--- src/rtl/asm_precomp_scheduler_if.sv ---
// Request/result bundle for the shared B-multiple precompute unit.
// Requesters and the result consumer sit on the master side.
interface asm_precomp_scheduler_if #(
  parameter int WIDTH   = 8,
  parameter int NUM_REQ = 4,
  parameter int ID_W    = $clog2(NUM_REQ)
);
  logic [NUM_REQ-1:0]       req_valid;
  logic [NUM_REQ*WIDTH-1:0] req_b;
  logic [NUM_REQ-1:0]       req_ready;
  logic                     out_valid;
  logic                     out_ready;
  logic [ID_W-1:0]          out_id;
  logic [WIDTH+2:0]         out_i1;
  logic [WIDTH+2:0]         out_i3;
  logic [WIDTH+2:0]         out_i5;
  logic [WIDTH+2:0]         out_i7;

  modport master (
    output req_valid, req_b, out_ready,
    input  req_ready, out_valid, out_id,
    input  out_i1, out_i3, out_i5, out_i7
  );

  modport slave (
    input  req_valid, req_b, out_ready,
    output req_ready, out_valid, out_id,
    output out_i1, out_i3, out_i5, out_i7
  );
endinterface

--- src/rtl/asm_precomp_scheduler.sv ---
// Round-robin shared 1x/3x/5x/7x precompute with a two-stage
// valid/ready pipeline and requester-tagged results.
module asm_precomp_scheduler #(
  parameter int WIDTH   = 8,
  parameter int NUM_REQ = 4,
  parameter int ID_W    = $clog2(NUM_REQ),
  parameter int CNT_W   = 16
) (
  input  logic                   clk,
  input  logic                   rst_n,
  asm_precomp_scheduler_if.slave bus,
  output logic                   busy,
  output logic [CNT_W-1:0]       xfer_cnt
);
  localparam int OW = WIDTH + 3;

  typedef struct packed {
    logic [WIDTH-1:0] b;
    logic [ID_W-1:0]  id;
    logic             vld;
  } stg_a_t;

  typedef struct packed {
    logic [ID_W-1:0] id;
    logic [OW-1:0]   i1;
    logic [OW-1:0]   i3;
    logic [OW-1:0]   i5;
    logic [OW-1:0]   i7;
    logic            vld;
  } stg_b_t;

  stg_a_t          sa;
  stg_b_t          sb;
  logic [ID_W-1:0] ptr;
  logic [ID_W-1:0] gnt;
  logic            found;
  logic            adv_b;
  logic            accept_a;
  logic            take;
  logic [WIDTH-1:0] b_sel;
  logic [OW-1:0]   ext;
  logic [OW-1:0]   m3;
  logic [OW-1:0]   m5;
  logic [OW-1:0]   m7;

  // Pointer arithmetic wraps naturally since NUM_REQ is a power of two.
  always_comb begin
    found = 1'b0;
    gnt   = '0;
    for (int k = 0; k < NUM_REQ; k++) begin
      if (!found && bus.req_valid[ptr + ID_W'(k)]) begin
        found = 1'b1;
        gnt   = ptr + ID_W'(k);
      end
    end
  end

  assign adv_b    = sa.vld & (~sb.vld | bus.out_ready);
  assign accept_a = ~sa.vld | adv_b;
  assign take     = accept_a & found;

  always_comb begin
    bus.req_ready = '0;
    b_sel         = '0;
    for (int i = 0; i < NUM_REQ; i++) begin
      if (gnt == ID_W'(i)) begin
        bus.req_ready[i] = take;
        b_sel = bus.req_b[i*WIDTH +: WIDTH];
      end
    end
  end

  assign ext = {3'b000, sa.b};
  assign m3  = ext + (ext << 1);
  assign m5  = ext + (ext << 2);
  assign m7  = (ext << 3) - ext;

  always_ff @(posedge clk or negedge rst_n) begin
    if (!rst_n) begin
      sa       <= '0;
      sb       <= '0;
      ptr      <= '0;
      xfer_cnt <= '0;
    end else begin
      if (accept_a) begin
        sa.vld <= take;
        if (take) begin
          sa.b  <= b_sel;
          sa.id <= gnt;
          ptr   <= gnt + ID_W'(1);
        end
      end
      if (adv_b) begin
        sb <= '{id: sa.id, i1: ext, i3: m3,
                i5: m5, i7: m7, vld: 1'b1};
      end else if (bus.out_ready) begin
        sb.vld <= 1'b0;
      end
      if (sb.vld & bus.out_ready) begin
        xfer_cnt <= xfer_cnt + CNT_W'(1);
      end
    end
  end

  assign bus.out_valid = sb.vld;
  assign bus.out_id    = sb.id;
  assign bus.out_i1    = sb.i1;
  assign bus.out_i3    = sb.i3;
  assign bus.out_i5    = sb.i5;
  assign bus.out_i7    = sb.i7;
  assign busy          = sa.vld | sb.vld;
endmodule

--- src/flat_wrapper.sv ---
// flat-port wrapper written by rule: the top's interface ports become plain ports
module asm_precomp_scheduler_flat 
#(
  parameter int WIDTH   = 8,
  parameter int NUM_REQ = 4,
  parameter int ID_W    = $clog2(NUM_REQ),
  parameter int CNT_W   = 16
)
  (clk, rst_n, busy, xfer_cnt, bus_req_valid, bus_req_b, bus_out_ready, bus_req_ready, bus_out_valid, bus_out_id, bus_out_i1, bus_out_i3, bus_out_i5, bus_out_i7);
  asm_precomp_scheduler_if #(.WIDTH(WIDTH), .NUM_REQ(NUM_REQ), .ID_W(ID_W)) bus_i ();
  input  logic clk;
  input  logic rst_n;
  output logic busy;
  output logic [CNT_W-1:0] xfer_cnt;
  input wire logic [$bits(bus_i.req_valid)-1:0] bus_req_valid;
  input wire logic [$bits(bus_i.req_b)-1:0] bus_req_b;
  input wire logic [$bits(bus_i.out_ready)-1:0] bus_out_ready;
  output wire logic [$bits(bus_i.req_ready)-1:0] bus_req_ready;
  output wire logic [$bits(bus_i.out_valid)-1:0] bus_out_valid;
  output wire logic [$bits(bus_i.out_id)-1:0] bus_out_id;
  output wire logic [$bits(bus_i.out_i1)-1:0] bus_out_i1;
  output wire logic [$bits(bus_i.out_i3)-1:0] bus_out_i3;
  output wire logic [$bits(bus_i.out_i5)-1:0] bus_out_i5;
  output wire logic [$bits(bus_i.out_i7)-1:0] bus_out_i7;
  assign bus_i.req_valid = bus_req_valid;
  assign bus_i.req_b = bus_req_b;
  assign bus_i.out_ready = bus_out_ready;
  assign bus_req_ready = bus_i.req_ready;
  assign bus_out_valid = bus_i.out_valid;
  assign bus_out_id = bus_i.out_id;
  assign bus_out_i1 = bus_i.out_i1;
  assign bus_out_i3 = bus_i.out_i3;
  assign bus_out_i5 = bus_i.out_i5;
  assign bus_out_i7 = bus_i.out_i7;
  asm_precomp_scheduler #(.WIDTH(WIDTH), .NUM_REQ(NUM_REQ), .ID_W(ID_W), .CNT_W(CNT_W)) u_core (.clk(clk), .rst_n(rst_n), .bus(bus_i), .busy(busy), .xfer_cnt(xfer_cnt));
endmodule
--- config.mk ---
export PLATFORM = sky130hd
export DESIGN_NAME = asm_precomp_scheduler_flat
export DESIGN_NICKNAME = d
export VERILOG_FILES = /design/src/rtl/asm_precomp_scheduler_if.sv /design/src/rtl/asm_precomp_scheduler.sv /design/src/flat_wrapper.sv
export SDC_FILE = /design/constraint.sdc
export NUM_CORES = 1
export LEC_CHECK = 0
export BUFFER_PORTS_ARGS = -buffer_cell sky130_fd_sc_hd__clkbuf_2
export CORE_ASPECT_RATIO = 0.9
export CORE_UTILIZATION = 30
export CTS_CLUSTER_SIZE = 14
export DETAILED_ROUTE_END_ITERATION = 7
export SLEW_MARGIN = 20
export SYNTH_ARGS = -nofsm -noshare
export SYNTH_HDL_FRONTEND = slang
export SYNTH_SLANG_ARGS = --single-unit
--- constraint.sdc ---
create_clock -name clk -period 3.9 [get_ports clk]
set_clock_uncertainty 0.1 [all_clocks]
set_input_delay 0.585 -clock clk [delete_from_list [all_inputs] [get_ports clk]]
set_output_delay 0.585 -clock clk [all_outputs]
set_load 0.1 [all_outputs]
* After elaboration in Yosys (flattened, before gate mapping) *
Cells that the tools add are included.

storage, ports and cells
  register bits after elaboration = 73
  bits of input ports = 39
  output and inout port bits = 68
  logic and storage cells = 69

cells by class
  add/sub/neg operators = 8
  $lt $le $gt $ge = 4
  equality and inequality tests = 3
  multiplexer cells = 26
  bitwise gates (word level) = 8
  reductions and logical operators = 9

operator list
  cell                   count
  $mux 8                 4
  $add 16x1->16 const B  1
  $mux 1                 14
  $lt 2x3->1 const B     4
  $add 8x10->11          1
  $sub 11x8->11          1
  $add 8x9->10           1
  $bmux 1 s2             4
  $mux 2                 4
  $add 2x1->2 const B    2
  $add 2x2->2 const B    2
  $eq 2x2->1 const B     2
  $and 1x1->1            3
  $logic_and 1x1->1      3
  $logic_not 1->1        3
  $or 1x1->1             3
  $eq 2x1->1 const B     1
  $logic_not 2->1        1
  $not 1->1              2
  $reduce_and 2->1       1
  $reduce_bool 2->1      1

* Depth between registers and ports, before layout *
Gate-level depths: netlist of the first run.

  depth after elaboration = 17
  depth in mapped cells = 10
  gate-level depth less buffers = 9

* Least setup slack after synthesis of the first run *
Ideal clock, no wire load.

  path kind = reg-to-output
  start point = register u_core.sb, in the netlist u_core.bus.out_valid
  end point = output bus_req_ready[0]
  arrival = 2.418 ns
  required time = 3.215 ns
  slack = 0.797 ns
  stages on the path, launching flop included = 6
  buffers on the path = 2
  path through = dfrtp_1 -> nor2b_1 -> buf_2 -> a21oi_2 -> buf_2 -> and2_1

on the way
  longest elaborated chain between the ends = 6

RTL lines
  element                   RTL line                     text
  start: declaration        asm_precomp_scheduler.sv:33  stg_b_t sb;
  start signal: assignment  asm_precomp_scheduler.sv:94  sb <= '{id: sa.id, i1: ext, i3: m3,
  $not 1->1                 asm_precomp_scheduler.sv:58  assign adv_b = sa.vld & (~sb.vld | bus.out_ready);
  $or 1x1->1                asm_precomp_scheduler.sv:58
  $and 1x1->1               asm_precomp_scheduler.sv:58
  $or 1x1->1                asm_precomp_scheduler.sv:59  assign accept_a = ~sa.vld | adv_b;
  $and 1x1->1               asm_precomp_scheduler.sv:60  assign take = accept_a & found;
  $mux 1                    asm_precomp_scheduler.sv:66  if (gnt == ID_W'(i)) begin
  end: declaration          flat_wrapper.sv:18           output wire logic [$bits(bus_i.req_ready)-1:0] bus_req_ready;

No other way between the ends.

* Final worst setup path of the first run *
  start point = register u_core.ptr[1]
  end point = output bus_req_ready[1]

on the way
  longest elaborated chain between the ends = 14
  elaborated cells between the ends (all ways) = 28

RTL lines
  element                                                               RTL line                     text
  start: declaration                                                    asm_precomp_scheduler.sv:34  logic [ID_W-1:0] ptr;
  start signal: assignment                                              asm_precomp_scheduler.sv:90  ptr <= gnt + ID_W'(1);
  parallel branches: the longest is 11 deep, another holds $add 2x1->2  -
  $mux 2 *                                                              asm_precomp_scheduler.sv:51  if (!found && bus.req_valid[ptr + ID_W'(k)]) begin
  named net u_core.gnt[0]                                               asm_precomp_scheduler.sv:35  logic [ID_W-1:0] gnt;
  $eq 2x1->1 *                                                          asm_precomp_scheduler.sv:66
  $mux 1 *                                                              asm_precomp_scheduler.sv:66

Mark *: on every way through the listed nets, which the timed path passes. The select of a mux whose other input is x is not followed.

==> results.ini, run 1 <==
[outcome]
status=finished clean

[grt]
track_usage_pct=15.2
overflow=0
antenna_found_initial=0
grt_pass1_vias=3340
grt_pass1_wl_um=16300
grt_max_degree=36

[placement]
dp_cells=668
dpl_worst_slack_ps=720
portBuffers=102
routabilityCongestion=0.824
hpwl_um=7260

[final_layout]
multiInputGateArea_mm2=0.00209
regArea_mm2=0.00168
fin_cells=683
drive_gt1_share_pct=25.2
fin_nets=583
antenna_cells=0
area_growth_pct=22.4
fill_cells=1336

[synthesis]
syn_area_mm2=0.00396
synth_warnings=0
seq_area_frac_synth_pct=42.4
synth_edf_count=0
synthArstFlopShare_pct=100
syn-instance-count=421
syn_avg_cell_area_um2=9.40
yosysUniqueCellTypes=55
ys_ff_latch=67
ys.flop_type=dfrtp_1

[sta]
rsz0062_at_grt=no
slew_viol_final=0
setup_slack_ps=563
setup_violations=0
slew_headroom_pct=31.6
fin_crit_ps=3340
finalHoldViolCount=0
max_freq_ghz=0.300
timing.setup.tns_ps=0
timing.final.crit_share_pct=85.6
tightestPinTransition_ps=1020

[cts]
cts_tree=done
ctsResizeCount=0
hold_buffers=0
numCtsBuffers=9
clk-insertion-delay-late_ps=330
clk_pin_slew_worst_paths_ps=60
post-cts-setup-buffers=0
clk_path_buf_depth=2
cts_sinks=67
htreeDepth=3
root_buffer=clkbuf_16

[floorplanning]
io_pins=107
die_x_um=123
core_mm2=0.0128
fp.dieH_um=111
initial_core_util_pct=31.0
rows=39
die-area_mm2=0.0137

[drt]
antenna_left=0
drt_iter0_markers=134
wl_um=9500
vias_per_cell=4.92
drt-pass1-iter-count=4
drc=0
vias=3359
wire_per_inst_um=13.9

[job]
maxCapViolCount=0

[critical_path]
cp.required_ps=3210
end_kind=primary output
critPathBufInv=1
crit_type=register to primary output
crit_path_cell_trace=mux2i_1 > nor2_1 > nor3_1 > ha_1 > and2_1 > clkbuf_2
critPathLaunchType=register
crit_path_max_incr_delay_ps=520
cp_top_family=simple AND/OR/NAND/NOR gates
crit_fanout=11
cp.arrival_ps=2650
slowest_stage=nor3_1

[hold_path]
hp-class=input port to asynchronous set/reset pin

## worst reg2reg max path, cell delays in order (launching register included)
cell and delay, ps:
dfrtp_1 520, ha_1 290, fa_1 410, a21o_1 190, a311o_1 400, a2111oi_0 520, a211oi_1 100
## synthesized netlist by cell type (3+ instances only)
master	number	area share, %
buf_2	6	0.76
or4_1	4	0.76
clkbuf_1	9	0.85
a31oi_1	11	1.7
and2_1	6	0.95
o21a_1	4	0.76
o211ai_1	8	1.5
o21ai_0	31	3.9
a221o_1	7	1.8
nand3_1	8	1.0
xor2_1	9	2.0
a21o_1	6	1.1
mux2i_1	3	0.76
inv_1	18	1.7
mux2_2	3	0.85
nor3_1	4	0.51
a21oi_1	13	1.6
buf_4	9	1.7
nand2b_1	3	0.47
nor2_1	24	2.3
a211oi_1	6	1.1
nor2b_1	4	0.63
nand2_1	62	5.9
ha_1	27	8.5
xnor2_1	15	3.3
dfrtp_1	67	42
o31ai_1	5	0.95
nand4_1	8	1.3
## cell families (layout without fill, tap and decap cells)
kind of cell    Yosys count  after routing  share of synthesized area (%)
simple gates            138            138                           16.7
compound gates          112            112                           19.2
xor+xnor                 24             24                           5.31
buf+inv                  44            139                           5.21
mux                       6              6                           1.61
flops                    67             67                           42.4
fa+ha+maj                29             29                           9.54
other cells               1              4                         0.0947
## path summary, 6_finish.rpt
check / startpoint / to / slack, ps / cells past startpoint
worst min register to register: u_core.xfer_cnt[15]$_DFFE_PN0P_ / u_core.xfer_cnt[15]$_DFFE_PN0P_ / 380 / 1
max in group asynchronous: rst_n / u_core.ext[3]$_DFFE_PN0P_ / 2540 / 2
worst max-delay path: u_core.ptr[1]$_DFFE_PN0P_ / bus_req_ready[1] / 560 / 6
worst min-delay path: rst_n / u_core.xfer_cnt[15]$_DFFE_PN0P_ / 220 / 1
worst max register to register: u_core.ext[1]$_DFFE_PN0P_ / u_core.bus.out_i3[9]$_DFFE_PN0P_ / 1240 / 6
min in group clk: u_core.xfer_cnt[15]$_DFFE_PN0P_ / u_core.xfer_cnt[15]$_DFFE_PN0P_ / 380 / 1
## metrics by stage
stage | cell area (um2) | util (%) | hold slack, ps
after CTS | 4850 | 37.9 | 260
after detailed placement | 4580 | 35.8 | 371
final | 4850 | 37.9 | 224
after global routing | 4850 | 37.9 | 288
after global placement | 4580 | 35.8 | 359
after floorplan | 3970 | - | 189
## final cells by class
cell class / count / area share (%)
repair buffers: 106 / 11.2
clock inverters: 4 / 0.568
multi-input cells: 313 / 43.1
flip-flops and latches: 67 / 34.6
inverters: 18 / 1.39
well taps: 164 / 4.23
clock buffers: 11 / 5.01
## placed cells by master (no fill, tap or decap), types with 5 or more instances in the layout
cell and n:
a21o_1 6, nand4_1 8, inv_1 18, o211ai_1 8
and2_1 6, a211oi_1 6, xor2_1 9, o31ai_1 5
nand2_1 62, clkbuf_16 9, nand3_1 8, a21oi_1 13
a221o_1 7, xnor2_1 15, nor2_1 24, o21ai_0 31
clkbuf_2 101, ha_1 27, dfrtp_1 67, a31oi_1 11
## per-layer routing
layer	track usage, %	share of wire (%)
met2	23.7	46
met1	20.7	48
met4	5.06	1.3
met3	3.29	4.8
met5	0	0
## state kept, by name, indices dropped and copies added, names as in the netlist
| signal | flops |
|---|---|
| u_core.xfer_cnt | 16 |
| u_core.bus.out_i5 | 10 |
| u_core.bus.out_i7 | 10 |
| u_core.bus.out_i3 | 9 |
| u_core.ext | 8 |
| u_core.bus.out_i1 | 6 |
| u_core.sa | 3 |
| u_core.bus.out_id | 2 |
| u_core.ptr | 2 |
| u_core.bus.out_valid | 1 |
Power of run 1 is left out: the tool's default activity adds up to more than one toggle a clock period on the data nets, which glitch-free logic cannot reach.
==> inputs of run 2 (changes only) <==
--- a/config.mk
+++ b/config.mk
@@ -6,6 +6,7 @@
 export NUM_CORES = 1
 export LEC_CHECK = 0
 export BUFFER_PORTS_ARGS = -buffer_cell sky130_fd_sc_hd__clkbuf_2
+export CAP_MARGIN = 15
 export CORE_ASPECT_RATIO = 0.9
 export CORE_UTILIZATION = 30
 export CTS_CLUSTER_SIZE = 14
==> constraint.sdc (replaced) <==
create_clock -name clk -period 3.77 [get_ports clk]
set_clock_uncertainty 0.1 [all_clocks]
set_input_delay 0.5655 -clock clk [delete_from_list [all_inputs] [get_ports clk]]
set_output_delay 0.5655 -clock clk [all_outputs]
set_load 0.1 [all_outputs]
==> run 2 against run 1 <==
Compared with the run above: cell area rose by 0.46%; first-iteration DRC count up 34%; flip-flop and latch count stayed put.
==> results.ini, run 2 (synthesized netlist as in run 1, its figures left out) <==
[grt]
grt_pass1_vias=3272
overflow=0
antenna_found_initial=0
grt_max_degree=55
track_usage_pct=15.0
grt_pass1_wl_um=16000

[critical_path]
cp.required_ps=3100
end_kind=primary output
crit_type=register to primary output
r2r_start=u_core.ptr[1]$_DFFE_PN0P_
rrSetupSlack_ps=1170
crit_start=u_core.ptr[1]$_DFFE_PN0P_
crit_fanout=11
cp.arrival_ps=2640
critPathLaunchType=register

[drt]
wl_um=9470
vias_per_cell=4.88
vias=3335
drc=0
wire_per_inst_um=13.9
drt_iter0_markers=180
drt-pass1-iter-count=4
antenna_left=0

[final_layout]
drive_gt1_share_pct=25.2
area_growth_pct=23.0
fin_area_mm2=0.00487
antenna_cells=0
final_common_cell=clkbuf_2
fin_nets=583
final_cell_mix=101 x clkbuf_2, 67 x dfrtp_1, 62 x nand2_1, 31 x o21ai_0, 27 x ha_1
largest_register_ffs=16
regMostFlops=u_core.xfer_cnt

[sta]
rsz0062_at_grt=no
tightestPinTransition_ps=804
timing.setup.tns_ps=0
timing.final.crit_share_pct=87.6
slew_viol_final=0
finalHoldViolCount=0
hold_slack_ps=227
fin_crit_ps=3300
max_freq_ghz=0.303
setup_violations=0
slew_headroom_pct=46.4

[outcome]
status=finished clean

[cts]
cts_tree=done
post-cts-setup-buffers=0
clk_pin_slew_worst_paths_ps=50
root_buffer=clkbuf_16
clk-insertion-delay-late_ps=330
hold_buffers=0
clk_path_buf_depth=2
cts_sinks=67
numCtsBuffers=9
htreeDepth=3
ctsResizeCount=0

[floorplanning]
rows=39
fp.dieH_um=111
die-area_mm2=0.0137
core_mm2=0.0128
die_x_um=123
io_pins=107
initial_core_util_pct=31.0

[placement]
placed_area_mm2=0.00459
portBuffers=102
routabilityCongestion=0.810
hpwl_um=7200

[job]
maxCapViolCount=0

[hold_path]
hp-class=input port to asynchronous set/reset pin

-- run 2: final timing paths --
| kind | cells past startpoint | to |
|---|---|---|
| max | 6 | bus_req_ready[3] |
| min | 1 | u_core.xfer_cnt[13]$_DFFE_PN0P_ |
| max reg2reg | 8 | u_core.ext[3]$_DFFE_PN0P_ |
| min reg2reg | 2 | u_core.bus.out_i5[4]$_DFFE_PN0P_ |
| max in group asynchronous | 2 | u_core.bus.out_i5[3]$_DFFE_PN0P_ |
| min in group clk | 2 | u_core.bus.out_i5[4]$_DFFE_PN0P_ |
-- run 2: critical path, cell delays in order (launching register included) --
cell and delay, ps:
dfrtp_1 440, mux2i_1 220, nor2_1 60, nor3_1 490, ha_1 470, and2_1 190
clkbuf_2 450
-- run 2: area by class of cell --
class	instances	area, um2
flip-flops and latches	67	1680
multi-input cells	313	2090
well taps	164	205
repair buffers	106	553
clock inverters	2	10.0
fillers	1330	7920
clock buffers	13	270
inverters	18	67.6
-- run 2: per-layer routing --
metal	global-route usage, %	wire [um]	vias up
met3	3.65	502	13
met4	6.27	172	0
met1	19.8	4540	1522
met2	23.3	4260	105
met5	0	0	-
li1	-	-	1695
-- run 2: through the flow --
stage | setup slack [ps] | util (%) | cells
final | 466 | 38.1 | 683
after global routing | 272 | 38.1 | 683
after CTS | 438 | 38.1 | 683
after detailed placement | 635 | 35.9 | 668
after global placement | 744 | 35.9 | 668
after floorplan | 687 | - | 424
Power of run 2 is left out for the same reason.
